<file path="src/rtl/interrupt_controller_if.sv">
// Bus bundle between the CPU-side master and the interrupt controller:
// raw IRQ lines, control-unit handshake, config register port and trap outputs.
interface interrupt_controller_if #(
  parameter int NUM_IRQ = 4
);
  logic [NUM_IRQ-1:0] irq_in;
  logic               int_ack;
  logic               eret;
  logic [31:0]        pc_in;
  logic               cfg_we;
  logic [1:0]         cfg_sel;
  logic [31:0]        cfg_wdata;
  logic [31:0]        cfg_rdata;
  logic               int_req;
  logic               in_service;
  logic [31:0]        epc;
  logic [2:0]         cause;
  logic [31:0]        vector_addr;

  modport master (
    output irq_in, int_ack, eret, pc_in, cfg_we, cfg_sel, cfg_wdata,
    input  cfg_rdata, int_req, in_service, epc, cause, vector_addr
  );

  modport slave (
    input  irq_in, int_ack, eret, pc_in, cfg_we, cfg_sel, cfg_wdata,
    output cfg_rdata, int_req, in_service, epc, cause, vector_addr
  );
endinterface

</file>
<file path="src/rtl/interrupt_controller.sv">
// Edge-latched, masked, fixed-priority interrupt controller for the multicycle MIPS core.
// Optional periodic timer on the lowest-priority line: define IH_TIMER_EN.
module interrupt_controller #(
  parameter int          NUM_IRQ      = 4,
  parameter logic [31:0] VECTOR_BASE  = 32'h0000_0100,
  parameter logic [15:0] TIMER_PERIOD = 16'd1000
) (
  input logic              clock,
  input logic              reset,
  interrupt_controller_if.slave bus
);

  localparam logic [1:0] ST_IDLE    = 2'd0;
  localparam logic [1:0] ST_REQ     = 2'd1;
  localparam logic [1:0] ST_SERVICE = 2'd2;

  logic [1:0]         state;
  logic [NUM_IRQ-1:0] irq_prev;
  logic [NUM_IRQ-1:0] pending;
  logic [NUM_IRQ-1:0] mask;
  logic [NUM_IRQ-1:0] rise;
  logic [NUM_IRQ-1:0] enabled;
  logic [NUM_IRQ-1:0] ack_bit;
  logic [NUM_IRQ-1:0] cfg_clr;
  logic [2:0]         cause_next;
  logic               take_ack;
  logic [31:0]        epc;
  logic [2:0]         cause;
  logic [15:0]        timer_count;
  logic               timer_pulse;
  logic               unused_wdata;

`ifdef IH_TIMER_EN
  always_ff @(posedge clock or posedge reset) begin
    if (reset)                    timer_count <= TIMER_PERIOD - 16'd1;
    else if (timer_count == 16'd0) timer_count <= TIMER_PERIOD - 16'd1;
    else                          timer_count <= timer_count - 16'd1;
  end
  assign timer_pulse = (timer_count == 16'd0);
`else
  logic unused_period;
  assign timer_count   = '0;
  assign timer_pulse   = 1'b0;
  assign unused_period = ^TIMER_PERIOD;
`endif

  assign unused_wdata = ^bus.cfg_wdata[31:NUM_IRQ];

  // The timer pulse looks like one extra rising edge on the lowest-priority line.
  assign rise    = (bus.irq_in & ~irq_prev) | {timer_pulse, {(NUM_IRQ-1){1'b0}}};
  assign enabled = pending & mask;

  // NOTE: every always_comb output gets a default first so no latch is inferred.
  always_comb begin
    cause_next = '0;
    ack_bit    = '0;
    for (int i = NUM_IRQ - 1; i >= 0; i--) begin
      if (enabled[i]) begin
        cause_next = 3'(i);
        ack_bit    = '0;
        ack_bit[i] = 1'b1;
      end
    end
  end

  assign take_ack = (state == ST_REQ) && bus.int_ack && (|enabled);
  assign cfg_clr  = (bus.cfg_we && bus.cfg_sel == 2'd1) ? bus.cfg_wdata[NUM_IRQ-1:0] : '0;

  // NOTE: sequential state uses non-blocking assignments so all registers see pre-edge values.
  always_ff @(posedge clock or posedge reset) begin
    if (reset) begin
      irq_prev <= '0;
      pending  <= '0;
      mask     <= '0;
      epc      <= '0;
      cause    <= '0;
    end else begin
      irq_prev <= bus.irq_in;
      // A new edge wins over a clear of the same bit, from either source.
      pending  <= (pending & ~(cfg_clr | (take_ack ? ack_bit : '0))) | rise;
      if (bus.cfg_we && bus.cfg_sel == 2'd0) mask <= bus.cfg_wdata[NUM_IRQ-1:0];
      if (take_ack) begin
        epc   <= bus.pc_in;
        cause <= cause_next;
      end
    end
  end

  always_ff @(posedge clock or posedge reset) begin
    if (reset) begin
      state <= ST_IDLE;
    end else begin
      case (state)
        ST_IDLE:    if (|enabled) state <= ST_REQ;
        ST_REQ: begin
          if (!(|enabled))     state <= ST_IDLE;
          else if (bus.int_ack) state <= ST_SERVICE;
        end
        ST_SERVICE: if (bus.eret) state <= ST_IDLE;
        default:    state <= ST_IDLE;
      endcase
    end
  end

  assign bus.int_req     = (state == ST_REQ);
  assign bus.in_service  = (state == ST_SERVICE);
  assign bus.epc         = epc;
  assign bus.cause       = cause;
  assign bus.vector_addr = VECTOR_BASE + {26'b0, cause, 3'b000};

  always_comb begin
    bus.cfg_rdata = '0;
    case (bus.cfg_sel)
      2'd0:    bus.cfg_rdata = 32'(mask);
      2'd1:    bus.cfg_rdata = 32'(pending);
      2'd2:    bus.cfg_rdata = {28'b0, state == ST_SERVICE, cause};
      default: bus.cfg_rdata = 32'(timer_count);
    endcase
  end

endmodule

</file>
<file path="src/flat_wrapper.sv">
// flat-port wrapper written by rule: the top's interface ports become plain ports
module interrupt_controller_flat 
#(
  parameter int          NUM_IRQ      = 4,
  parameter logic [31:0] VECTOR_BASE  = 32'h0000_0100,
  parameter logic [15:0] TIMER_PERIOD = 16'd1000
)
  (clock, reset, bus_irq_in, bus_int_ack, bus_eret, bus_pc_in, bus_cfg_we, bus_cfg_sel, bus_cfg_wdata, bus_cfg_rdata, bus_int_req, bus_in_service, bus_epc, bus_cause, bus_vector_addr);
  interrupt_controller_if #(.NUM_IRQ(NUM_IRQ)) bus_i ();
  input logic clock;
  input logic reset;
  input wire logic [$bits(bus_i.irq_in)-1:0] bus_irq_in;
  input wire logic [$bits(bus_i.int_ack)-1:0] bus_int_ack;
  input wire logic [$bits(bus_i.eret)-1:0] bus_eret;
  input wire logic [$bits(bus_i.pc_in)-1:0] bus_pc_in;
  input wire logic [$bits(bus_i.cfg_we)-1:0] bus_cfg_we;
  input wire logic [$bits(bus_i.cfg_sel)-1:0] bus_cfg_sel;
  input wire logic [$bits(bus_i.cfg_wdata)-1:0] bus_cfg_wdata;
  output wire logic [$bits(bus_i.cfg_rdata)-1:0] bus_cfg_rdata;
  output wire logic [$bits(bus_i.int_req)-1:0] bus_int_req;
  output wire logic [$bits(bus_i.in_service)-1:0] bus_in_service;
  output wire logic [$bits(bus_i.epc)-1:0] bus_epc;
  output wire logic [$bits(bus_i.cause)-1:0] bus_cause;
  output wire logic [$bits(bus_i.vector_addr)-1:0] bus_vector_addr;
  assign bus_i.irq_in = bus_irq_in;
  assign bus_i.int_ack = bus_int_ack;
  assign bus_i.eret = bus_eret;
  assign bus_i.pc_in = bus_pc_in;
  assign bus_i.cfg_we = bus_cfg_we;
  assign bus_i.cfg_sel = bus_cfg_sel;
  assign bus_i.cfg_wdata = bus_cfg_wdata;
  assign bus_cfg_rdata = bus_i.cfg_rdata;
  assign bus_int_req = bus_i.int_req;
  assign bus_in_service = bus_i.in_service;
  assign bus_epc = bus_i.epc;
  assign bus_cause = bus_i.cause;
  assign bus_vector_addr = bus_i.vector_addr;
  interrupt_controller #(.NUM_IRQ(NUM_IRQ), .VECTOR_BASE(VECTOR_BASE), .TIMER_PERIOD(TIMER_PERIOD)) u_core (.clock(clock), .reset(reset), .bus(bus_i));
endmodule
</file>
<file path="config.mk">
export PLATFORM = sky130hd
export DESIGN_NAME = interrupt_controller_flat
export DESIGN_NICKNAME = d
export VERILOG_FILES = /design/src/rtl/interrupt_controller_if.sv /design/src/rtl/interrupt_controller.sv /design/src/flat_wrapper.sv
export SDC_FILE = /design/constraint.sdc
export NUM_CORES = 1
export LEC_CHECK = 0
export BUFFER_PORTS_ARGS = -buffer_cell sky130_fd_sc_hd__buf_2
export CORE_AREA = 2 2 68 102
export CTS_BUF_LIST = sky130_fd_sc_hd__clkbuf_8 sky130_fd_sc_hd__clkbuf_16
export DETAILED_ROUTE_END_ITERATION = 12
export DIE_AREA = 0 0 70 104
export PLACE_DENSITY = 0.78
export SYNTH_ARGS = -nofsm -noshare
export SYNTH_HDL_FRONTEND = slang
export SYNTH_SLANG_ARGS = --single-unit
</file>
<file path="constraint.sdc">
create_clock -name clock -period 3.5 [get_ports clock]
set_input_delay 0.175 -clock clock [delete_from_list [all_inputs] [get_ports clock]]
set_output_delay 0.175 -clock clock [all_outputs]
set_load 0.005 [all_outputs]
</file>
==> impl_metrics.env, run 1 <==
export IMPL_p_total_uw=2240
export IMPL_cts_tree="built"
export IMPL_clock_fmax_ghz=0.487
export IMPL_reg2reg_depth=4
export IMPL_cp_max_fo=18
export IMPL_clk_pin_slew_ns=0.09
export IMPL_grt_antenna_before_repair=0
export IMPL_ioPinCount=176
export IMPL_setup_violations=0
export IMPL_drt_iter0_markers=26
export IMPL_cts_resized=0
export IMPL_synth_area_leaders="dfrtp_1 47%, buf_4 18%, mux2_4 17%, mux2_2 3.1%, mux2i_1 1.6%"
export IMPL_p_leak_uw=0.00157
export IMPL_cp_end_kind="flop"
export IMPL_grt_pass1_wl_um=7220
export IMPL_wl_per_cell_um=12.7
export IMPL_ys_seq_elements=48
export IMPL_finalWeightedCongestion=0.806
export IMPL_rows=36
export IMPL_crit_start="u_core.state[1]"
export IMPL_fin_ws_ns=1.45
export IMPL_yosys_warnings=0
export IMPL_finalMaxSlewViolations=0
export IMPL_r2r_end="u_core.bus.epc[18]"
export IMPL_period_share_pct=58.6
export IMPL_routed_wirelength_um=4630
export IMPL_setup_tns_ns=0
export IMPL_fin_crit_ns=2.05
export IMPL_coreArea_um2=6400
export IMPL_numCtsBuffers=5
export IMPL_drive_above_1_share_pct=47.6
export IMPL_syn_area_per_cell_um2=12.9
export IMPL_grt_pass1_vias=1528
export IMPL_cts_root_buffer="clkbuf_8"
export IMPL_place_ws_ns=1.42
export IMPL_syn_to_final_growth_pct=16.5
export IMPL_drt_pass1_iter_count=4
export IMPL_rsz0062_at_grt="false"
export IMPL_ys_seq_area_share_pct=47.2
export IMPL_crit_type="reg -> reg"
export IMPL_num_antenna_cells=0
export IMPL_tightest_slew_ns=0.969
export IMPL_cp_data_required_time_ns=3.68
export IMPL_synth_top_cell_area_share_pct=47.2
export IMPL_p_per_area_nw_per_um2=757
export IMPL_peakVddDrop_mv=0.331
export IMPL_clockBufferDepth=2
export IMPL_clk_latency_ns=0.29
export IMPL_grt_max_degree=49
export IMPL_die_h_um=104
export IMPL_fin_util_pct=46.3
export IMPL_initial_utilization_pct=39.8
export IMPL_clock_sinks=48
export IMPL_endpoint="u_core.bus.epc[18]"
export IMPL_post_route_drc_count=0
export IMPL_hpwl_um=3520
export IMPL_status="completed"
export IMPL_vias=1598
export IMPL_final_nets=364
export IMPL_cp_arrival_ns=2.23
export IMPL_post_drt_via_cell_ratio=4.37
export IMPL_netlist_instances=197
export IMPL_dieArea_um2=7280
export IMPL_r2r_setup_slack_ns=1.45
export IMPL_htreeDepth=2
export IMPL_hold_violations=0
export IMPL_io_buffer_count=88
export IMPL_finalClockSkew_ns=0.00471
export IMPL_overflow=0
export IMPL_yosysTopAreaCell="dfrtp_1"
export IMPL_ant_nets=0
export IMPL_grt_use_total_pct=12.5
export IMPL_yosysUniqueCellTypes=32
export IMPL_hold_path_class="in -> async"
export IMPL_crit_path_start_kind="flop"
export IMPL_reg2reg_from="u_core.state[1]"
export IMPL_synth_area_um2=2540
export IMPL_max_slew_margin_pct=35.3
export IMPL_fp_dieW_um=70
export IMPL_maxCapViolations=0
-- synth_stat cells --
library cell  number
a21oi_4            1
dfrtp_1           48
buf_2              1
o22a_1             1
a22o_1             1
mux2i_1            4
nand2_1            7
mux2_4            29
o2bb2ai_1          1
a32oi_1            2
a22oi_2            2
conb_1             2
o22a_2             1
a22oi_1            1
a221oi_1           1
o21ai_0            2
a22o_2             1
mux2_2             7
buf_4             61
a32o_1             2
buf_6              3
and3b_1            2
nand3_1            1
nor3b_1            1
inv_1              6
and2b_1            1
nor2b_1            2
nand4_1            1
a21oi_1            1
nor2_1             2
a21o_1             1
nand3b_1           1
-- critical path: stages, from the launching register on --
cell and delay, ns:
dfrtp_1 0.41, nand3b_1 0.29, a21oi_4 0.64, buf_12 0.27, mux2_4 0.32
-- sequential cells by signal, summed over array words and instances (netlist names) --
register and flops:
u_core.bus.epc 32, u_core.irq_prev 4, u_core.mask 4, u_core.pending 4
u_core.bus.cause 2, u_core.state 2
-- layer usage --
| metal | part of all wire [%] | track usage (%) | wire, µm | vias to the layer above |
|---|---|---|---|---|
| met5 | 0 | 0 | 0 | - |
| met4 | 2.4 | 5.49 | 113 | 0 |
| met3 | 8.0 | 2.52 | 369 | 10 |
| met2 | 52 | 22.2 | 2390 | 100 |
| met1 | 38 | 14.2 | 1760 | 759 |
| li1 | - | - | - | 729 |
-- cell type report --
class | instances | area (µm²)
clock inverter | 3 | 38.8
fill | 598 | 3430
tap | 76 | 95.1
multi-input combinational | 135 | 1040
timing repair buffer | 93 | 500
sequential | 48 | 1200
inverter | 6 | 22.5
clock buffer | 5 | 68.8
-- logic make-up after synthesis --
family,count (synthesis),share of synthesized area [%]
AOI/OAI and AO/OA,18,6.44
muxes,40,21.8
and+or+nand+nor,18,3.84
DFF,48,47.2
buffers and inverters,71,20.4
other,2,0.295
-- through the flow --
step | instances | instance area [µm²] | hold slack (ns)
finish | 366 | 2960 | 0.0921
detailed placement | 354 | 2820 | 0.304
global route | 366 | 2960 | 0.0883
CTS | 366 | 2960 | 0.0775
global placement | 354 | 2820 | 0.299
floorplan | 254 | 2760 | 0.206
-- cells in the final DEF (no fill, tap or decap), types with 2 or more instances in the layout --
cell type	netlist	routed
nand2_1	7	7
inv_1	6	6
and3b_1	2	2
a32o_1	2	2
mux2i_1	4	4
dlygate4sd3_1	0	4
a22oi_2	2	2
o21ai_0	2	2
conb_1	2	59
nor2_1	2	2
mux2_2	7	7
dfrtp_1	48	48
a32oi_1	2	2
clkbuf_8	0	5
nor2b_1	2	2
buf_2	1	88
mux2_4	29	29
-- repair_timing --
action / in CTS / in global routing
hold endpoints to repair: 4 / 0
hold buffers: 4 / 0
setup buffers: 0 / 0
-- worst min-delay path by stage --
stage	from	endpoint	slack, ns	cells past startpoint
6_report	reset	u_core.bus.epc[28]	0.09	2
5_1_grt	bus_int_ack	u_core.state[0]	0.09	2
4_1_cts	bus_int_ack	u_core.state[0]	0.08	2
3_5_place_dp	bus_irq_in[2]	u_core.irq_prev[2]	0.30	1
3_3_place_gp	bus_irq_in[0]	u_core.irq_prev[0]	0.30	1
2_1_floorplan	bus_irq_in[0]	u_core.irq_prev[0]	0.21	0
-- report_power, final --
group          switching (µW)  leakage, µW  total [µW]  internal [µW]
sequential                159     0.000560         953            794
combinational             340     0.000951         908            568
clock                     175    0.0000593         384            209
Power figures use the tool's default switching activity.
==> run 2: changes to the inputs <==
- ABC_AREA: default -> 1
- clock period: 3.5 -> 1.9 ns (I/O delays scaled with it)
==> run 2 against run 1 <==
Clock-buffer cell count is the same. Total power grew 56%. Sequential power grew 71%. Global-route usage grew 2.4 points. Final area shrank 1.2%. Setup slack lost 1.0 ns. Critical endpoint is now u_core.pending[1].
==> impl_metrics.env, run 2 <==
export IMPL_yosysTopAreaCell="dfrtp_1"
export IMPL_clk_pin_slew_ns=0.08
export IMPL_drive_above_1_share_pct=25.9
export IMPL_clock_fmax_ghz=0.682
export IMPL_grt_use_total_pct=14.9
export IMPL_setup_tns_ns=0
export IMPL_crit_path_start_kind="flop"
export IMPL_fin_ws_ns=0.435
export IMPL_clock_sinks=48
export IMPL_wl_met1_um=1990
export IMPL_syn_to_final_growth_pct=13.9
export IMPL_ys_flop_type="dfrtp_1"
export IMPL_coreArea_um2=6400
export IMPL_wl_met3_um=387
export IMPL_cts_tree="built"
export IMPL_crit_type="reg -> reg"
export IMPL_largest_reg_flops=32
export IMPL_dieArea_um2=7280
export IMPL_drt_iter0_markers=50
export IMPL_routed_wirelength_um=5280
export IMPL_ys_seq_area_share_pct=46.7
export IMPL_maxCapViolations=0
export IMPL_hold_path_class="in -> reg"
export IMPL_cp_max_fo=19
export IMPL_fillerInstances=655
export IMPL_p_per_area_nw_per_um2=1200
export IMPL_p_leak_uw=0.00179
export IMPL_final_common_cell="nand2_1"
export IMPL_status="completed"
export IMPL_grt_max_degree=36
export IMPL_yosys_warnings=0
export IMPL_rsz0062_at_grt="false"
export IMPL_syn_area_per_cell_um2=8.21
export IMPL_initial_utilization_pct=40.2
export IMPL_yosysUniqueCellTypes=18
export IMPL_period_share_pct=77.1
export IMPL_cts_root_buffer="clkbuf_8"
export IMPL_ant_nets=0
export IMPL_fin_crit_ns=1.47
export IMPL_layout_common_cells="108 x nand2_1, 88 x buf_2, 59 x conb_1"
export IMPL_peakVddDrop_mv=0.401
export IMPL_synth_area_um2=2570
export IMPL_synth_top_cell_area_share_pct=46.7
export IMPL_ys_seq_elements=48
export IMPL_placed_area_um2=2810
export IMPL_post_route_drc_count=0
export IMPL_synth_edf_count=0
export IMPL_post_drt_via_cell_ratio=4.37
export IMPL_drt_pass1_iter_count=4
export IMPL_grt_pass1_wl_um=8710
export IMPL_place_ws_ns=0.424
export IMPL_cp_arrival_ns=1.66
export IMPL_synth_most_common_cell="nand2_1"
export IMPL_synth_area_leaders="dfrtp_1 47%, buf_4 20%, nand2_1 16%, nand3_1 9.7%, inv_1 2.5%"
export IMPL_die_h_um=104
export IMPL_top_layer="met4"
export IMPL_final_nets=478
export IMPL_grt_antenna_before_repair=0
export IMPL_htreeDepth=2
export IMPL_finalWeightedCongestion=0.824
export IMPL_fin_cells=477
export IMPL_io_buffer_count=88
export IMPL_fp_dieW_um=70
export IMPL_numCtsBuffers=5
export IMPL_grt_pass1_vias=1928
export IMPL_async_reset_ff_share_pct=100
export IMPL_rows=36
export IMPL_cp_data_required_time_ns=2.09
export IMPL_netlist_instances=313
export IMPL_cp_end_kind="flop"
export IMPL_dp_cells=467
export IMPL_wl_met2_um=2760
export IMPL_ioPinCount=176
export IMPL_hpwl_um=4040
export IMPL_clockBufferDepth=2
export IMPL_ys_top_cells_by_count="108 x nand2_1, 67 x buf_4, 50 x nand3_1"
export IMPL_hold_violations=0
export IMPL_fin_area_um2=2930
export IMPL_finalClockSkew_ns=0.00741
export IMPL_finalMaxSlewViolations=0
export IMPL_setup_violations=0
export IMPL_vias=2084
export IMPL_top_register="u_core.bus.epc"
export IMPL_clk_latency_ns=0.29
export IMPL_num_antenna_cells=0
export IMPL_wl_per_cell_um=11.1
export IMPL_overflow=0
## run 2: path summary, 6_finish.rpt
path	cells after the start	slack (ns)	end	from
worst max-delay path	8	0.43	u_core.pending[1]	u_core.mask[2]
worst min-delay path	3	0.02	u_core.bus.epc[27]	bus_pc_in[27]
worst max register to register	8	0.43	u_core.pending[1]	u_core.mask[2]
worst min register to register	1	0.44	u_core.pending[0]	u_core.irq_prev[0]
max in group asynchronous	4	0.93	u_core.bus.epc[4]	reset
min in group asynchronous	3	0.37	u_core.mask[0]	reset
## run 2: cell families (layout without fill, tap and decap cells)
group / after synthesis / count (layout) / share of synthesized area (%)
flops: 48 / 48 / 46.7
simple gates: 167 / 167 / 27.8
other cells: 2 / 59 / 0.292
compound gates: 6 / 6 / 1.31
buf+inv: 90 / 121 / 23.8
## run 2: routing by layer
metal | vias up | track usage, %
met5 | - | 0
met4 | 0 | 6.46
met3 | 11 | 3.10
met2 | 99 | 27.2
met1 | 942 | 16.3
li1 | 1032 | -
## run 2: cell type report
| class | count | area (µm²) | share of cell area, % |
|---|---|---|---|
| timing repair buffer | 97 | 520 | 17.8 |
| multi-input combinational | 232 | 971 | 33.2 |
| clock buffer | 5 | 68.8 | 2.35 |
| tap | 76 | 95.1 | 3.25 |
| sequential | 48 | 1200 | 41.0 |
| inverter | 19 | 71.3 | 2.44 |
## run 2: repair_timing
item | 4_1_cts | 5_1_grt
endpoints found under the hold margin | 25 | 0
buffers inserted | 0 | 0
gates resized for setup | 0 | 0
hold buffers | 5 | 0
## run 2: worst max-delay path: stages, from the launching register on
cell	delay, ns
dfrtp_1	0.39
nand2_1	0.11
nand2_1	0.10
inv_1	0.06
nand2_4	0.19
buf_4	0.27
nand3_1	0.10
nand2_1	0.08
nand2_1	0.04
## run 2: stage by stage
| stage | util [%] | total power, µW | hold WS, ns |
|---|---|---|---|
| floorplan | - | 2560 | 0.126 |
| finish | 45.8 | 3500 | 0.0247 |
| global route | 45.8 | 3830 | 0.0229 |
| detailed placement | 43.9 | 3010 | 0.146 |
| CTS | 45.8 | 3570 | 0.00964 |
| global placement | 43.9 | 2960 | 0.133 |
## run 2: power by group
group | internal [µW] | switching, µW | leakage (µW)
clock | 237 | 295 | 0.0000359
combinational | 561 | 779 | 0.00116
sequential | 1410 | 221 | 0.000589
total | 2210 | 1290 | 0.00179
==> run 3: changes to the inputs <==
- clock period: 1.9 -> 1.4 ns (I/O delays scaled with it)
==> run 3 against run 2 <==
Setup slack got worse by 0.33 ns. Routed wire length up 6.7%. Maximum frequency increased by 13%. Cell count up 4.2%. Sequential power grew 36%. Critical path type unchanged. Critical endpoint is now u_core.bus.epc[1]. Largest cell class unchanged. Highest routed layer unchanged.
==> impl_metrics.env, run 3 (synthesized netlist as in run 2, its figures left out) <==
export IMPL_wl_per_cell_um=11.3
export IMPL_critPathMaxStageDelay_ns=0.42
export IMPL_maxCapViolations=0
export IMPL_cts_root_buffer="clkbuf_8"
export IMPL_slowest_stage="dfrtp_1"
export IMPL_finalClockSkew_ns=0.00686
export IMPL_finalMaxSlewViolations=0
export IMPL_overflow=0
export IMPL_final_nets=498
export IMPL_post_route_drc_count=0
export IMPL_grt_pass1_vias=2005
export IMPL_routed_wirelength_um=5630
export IMPL_ant_nets=0
export IMPL_period_share_pct=92.5
export IMPL_vias=2205
export IMPL_grt_use_total_pct=15.5
export IMPL_peakVddDrop_mv=0.465
export IMPL_hold_violations=0
export IMPL_seqPwrFrac_pct=45.2
export IMPL_p_leak_uw=0.00187
export IMPL_hold_path_class="in -> reg"
export IMPL_cp_max_fo=17
export IMPL_p_sw_uw=1820
export IMPL_dieArea_um2=7280
export IMPL_fillerInstances=623
export IMPL_rows=36
export IMPL_die_h_um=104
export IMPL_cts_tree="built"
export IMPL_clock_fmax_ghz=0.772
export IMPL_fin_crit_ns=1.30
export IMPL_p_total_uw=4900
export IMPL_clockBufferDepth=2
export IMPL_p_per_area_nw_per_um2=1560
export IMPL_grt_antenna_before_repair=0
export IMPL_p_sw_share_pct=37.1
export IMPL_layout_common_cells="108 x nand2_1, 88 x buf_2, 59 x conb_1"
export IMPL_numCtsBuffers=5
export IMPL_crit_path_start_kind="flop"
export IMPL_internal_power_uw=3080
export IMPL_post_drt_via_cell_ratio=4.44
export IMPL_ioPinCount=176
export IMPL_io_buffer_count=88
export IMPL_cp_end_kind="flop"
export IMPL_num_antenna_cells=0
export IMPL_coreArea_um2=6400
export IMPL_setup_violations=0
export IMPL_crit_path_frequent_cell="nand2_1"
export IMPL_drt_iter0_markers=121
export IMPL_crit_type="reg -> reg"
export IMPL_status="completed"
export IMPL_p_comb_share_pct=40.1
export IMPL_largest_reg_flops=32
export IMPL_final_common_cell="nand2_1"
export IMPL_cp_arrival_ns=1.48
export IMPL_grt_max_degree=36
export IMPL_drive_above_1_share_pct=25.7
export IMPL_fin_util_pct=49.2
export IMPL_fin_cells=497
export IMPL_fp_dieW_um=70
export IMPL_clockPowerShare_pct=14.7
export IMPL_top_register="u_core.bus.epc"
export IMPL_finalWeightedCongestion=0.849
export IMPL_setup_tns_ns=0
export IMPL_hpwl_um=4010
export IMPL_clk_pin_slew_ns=0.08
export IMPL_drt_pass1_iter_count=7
export IMPL_tightest_slew_ns=0.566
export IMPL_htreeDepth=2
export IMPL_dp_cells=470
export IMPL_clock_sinks=48
export IMPL_cp_data_required_time_ns=1.58
export IMPL_max_slew_margin_pct=62.2
export IMPL_syn_to_final_growth_pct=22.4
export IMPL_initial_utilization_pct=40.2
export IMPL_clk_latency_ns=0.30
export IMPL_grt_pass1_wl_um=9040
export IMPL_crit_chain="nand2_1 -> nand2_1 -> inv_1 -> nand2_4 -> buf_4 -> nand3_1 -> nand2_1"
-- run 3: path summary, 6_finish.rpt --
check,from,endpoint,slack (ns),cells after the start
worst max-delay path,u_core.mask[2],u_core.bus.epc[1],0.10,7
min in group asynchronous,reset,u_core.bus.epc[13],0.37,3
worst min register to register,u_core.irq_prev[0],u_core.pending[0],0.44,1
worst max register to register,u_core.mask[2],u_core.bus.epc[1],0.10,7
max in group asynchronous,reset,u_core.bus.epc[4],0.49,4
worst min-delay path,bus_pc_in[23],u_core.bus.epc[23],0.01,3
-- run 3: what timing repair did --
item,CTS,global route
resized for setup,0,4
setup buffers,0,0
hold buffers,22,0
setup endpoints to repair,0,35
hold endpoints to repair,48,0
-- run 3: layout make-up --
| class | instances | area [µm²] | share of cell area [%] |
|---|---|---|---|
| inverter | 19 | 73.8 | 2.34 |
| sequential | 48 | 1200 | 38.2 |
| multi-input combinational | 232 | 980 | 31.1 |
| timing repair buffer | 117 | 729 | 23.2 |
| tap | 76 | 95.1 | 3.02 |
| clock buffer | 5 | 68.8 | 2.19 |
-- run 3: through the flow --
step | worst slack [ns] | hold WS (ns) | cell area, µm²
after floorplan | 0.186 | 0.101 | 2790
after global placement | 0.0713 | 0.149 | 2840
after detailed placement | 0.0638 | 0.162 | 2840
after CTS | 0.0420 | 0.000464 | 3130
after global routing | -0.000643 | 0.0112 | 3150
final | 0.105 | 0.00973 | 3150
-- run 3: critical path: cells and delay by family, from the launching register on --
kind | cells | cell delay (ns)
buffers and inverters | 2 | 0.31
flip-flops | 1 | 0.42
AND/OR/NAND/NOR | 5 | 0.44
-- run 3: power groups by stage --
stage / sequential, µW / combinational (µW) / clock, µW
detailed placement: 2230 / 1890 / 0
finish: 2210 / 1960 / 722
global route: 2290 / 2220 / 823
global placement: 2210 / 1840 / 0
floorplan: 2260 / 1210 / 0
CTS: 2200 / 1950 / 777
-- run 3: routing by layer --
| metal | vias to the layer above | global-route usage (%) | share of wire [%] |
|---|---|---|---|
| met5 | - | 0 | 0 |
| met4 | 0 | 7.97 | 3.7 |
| met3 | 21 | 3.00 | 7.2 |
| met2 | 122 | 27.8 | 52 |
| met1 | 986 | 17.1 | 37 |
| li1 | 1076 | - | - |
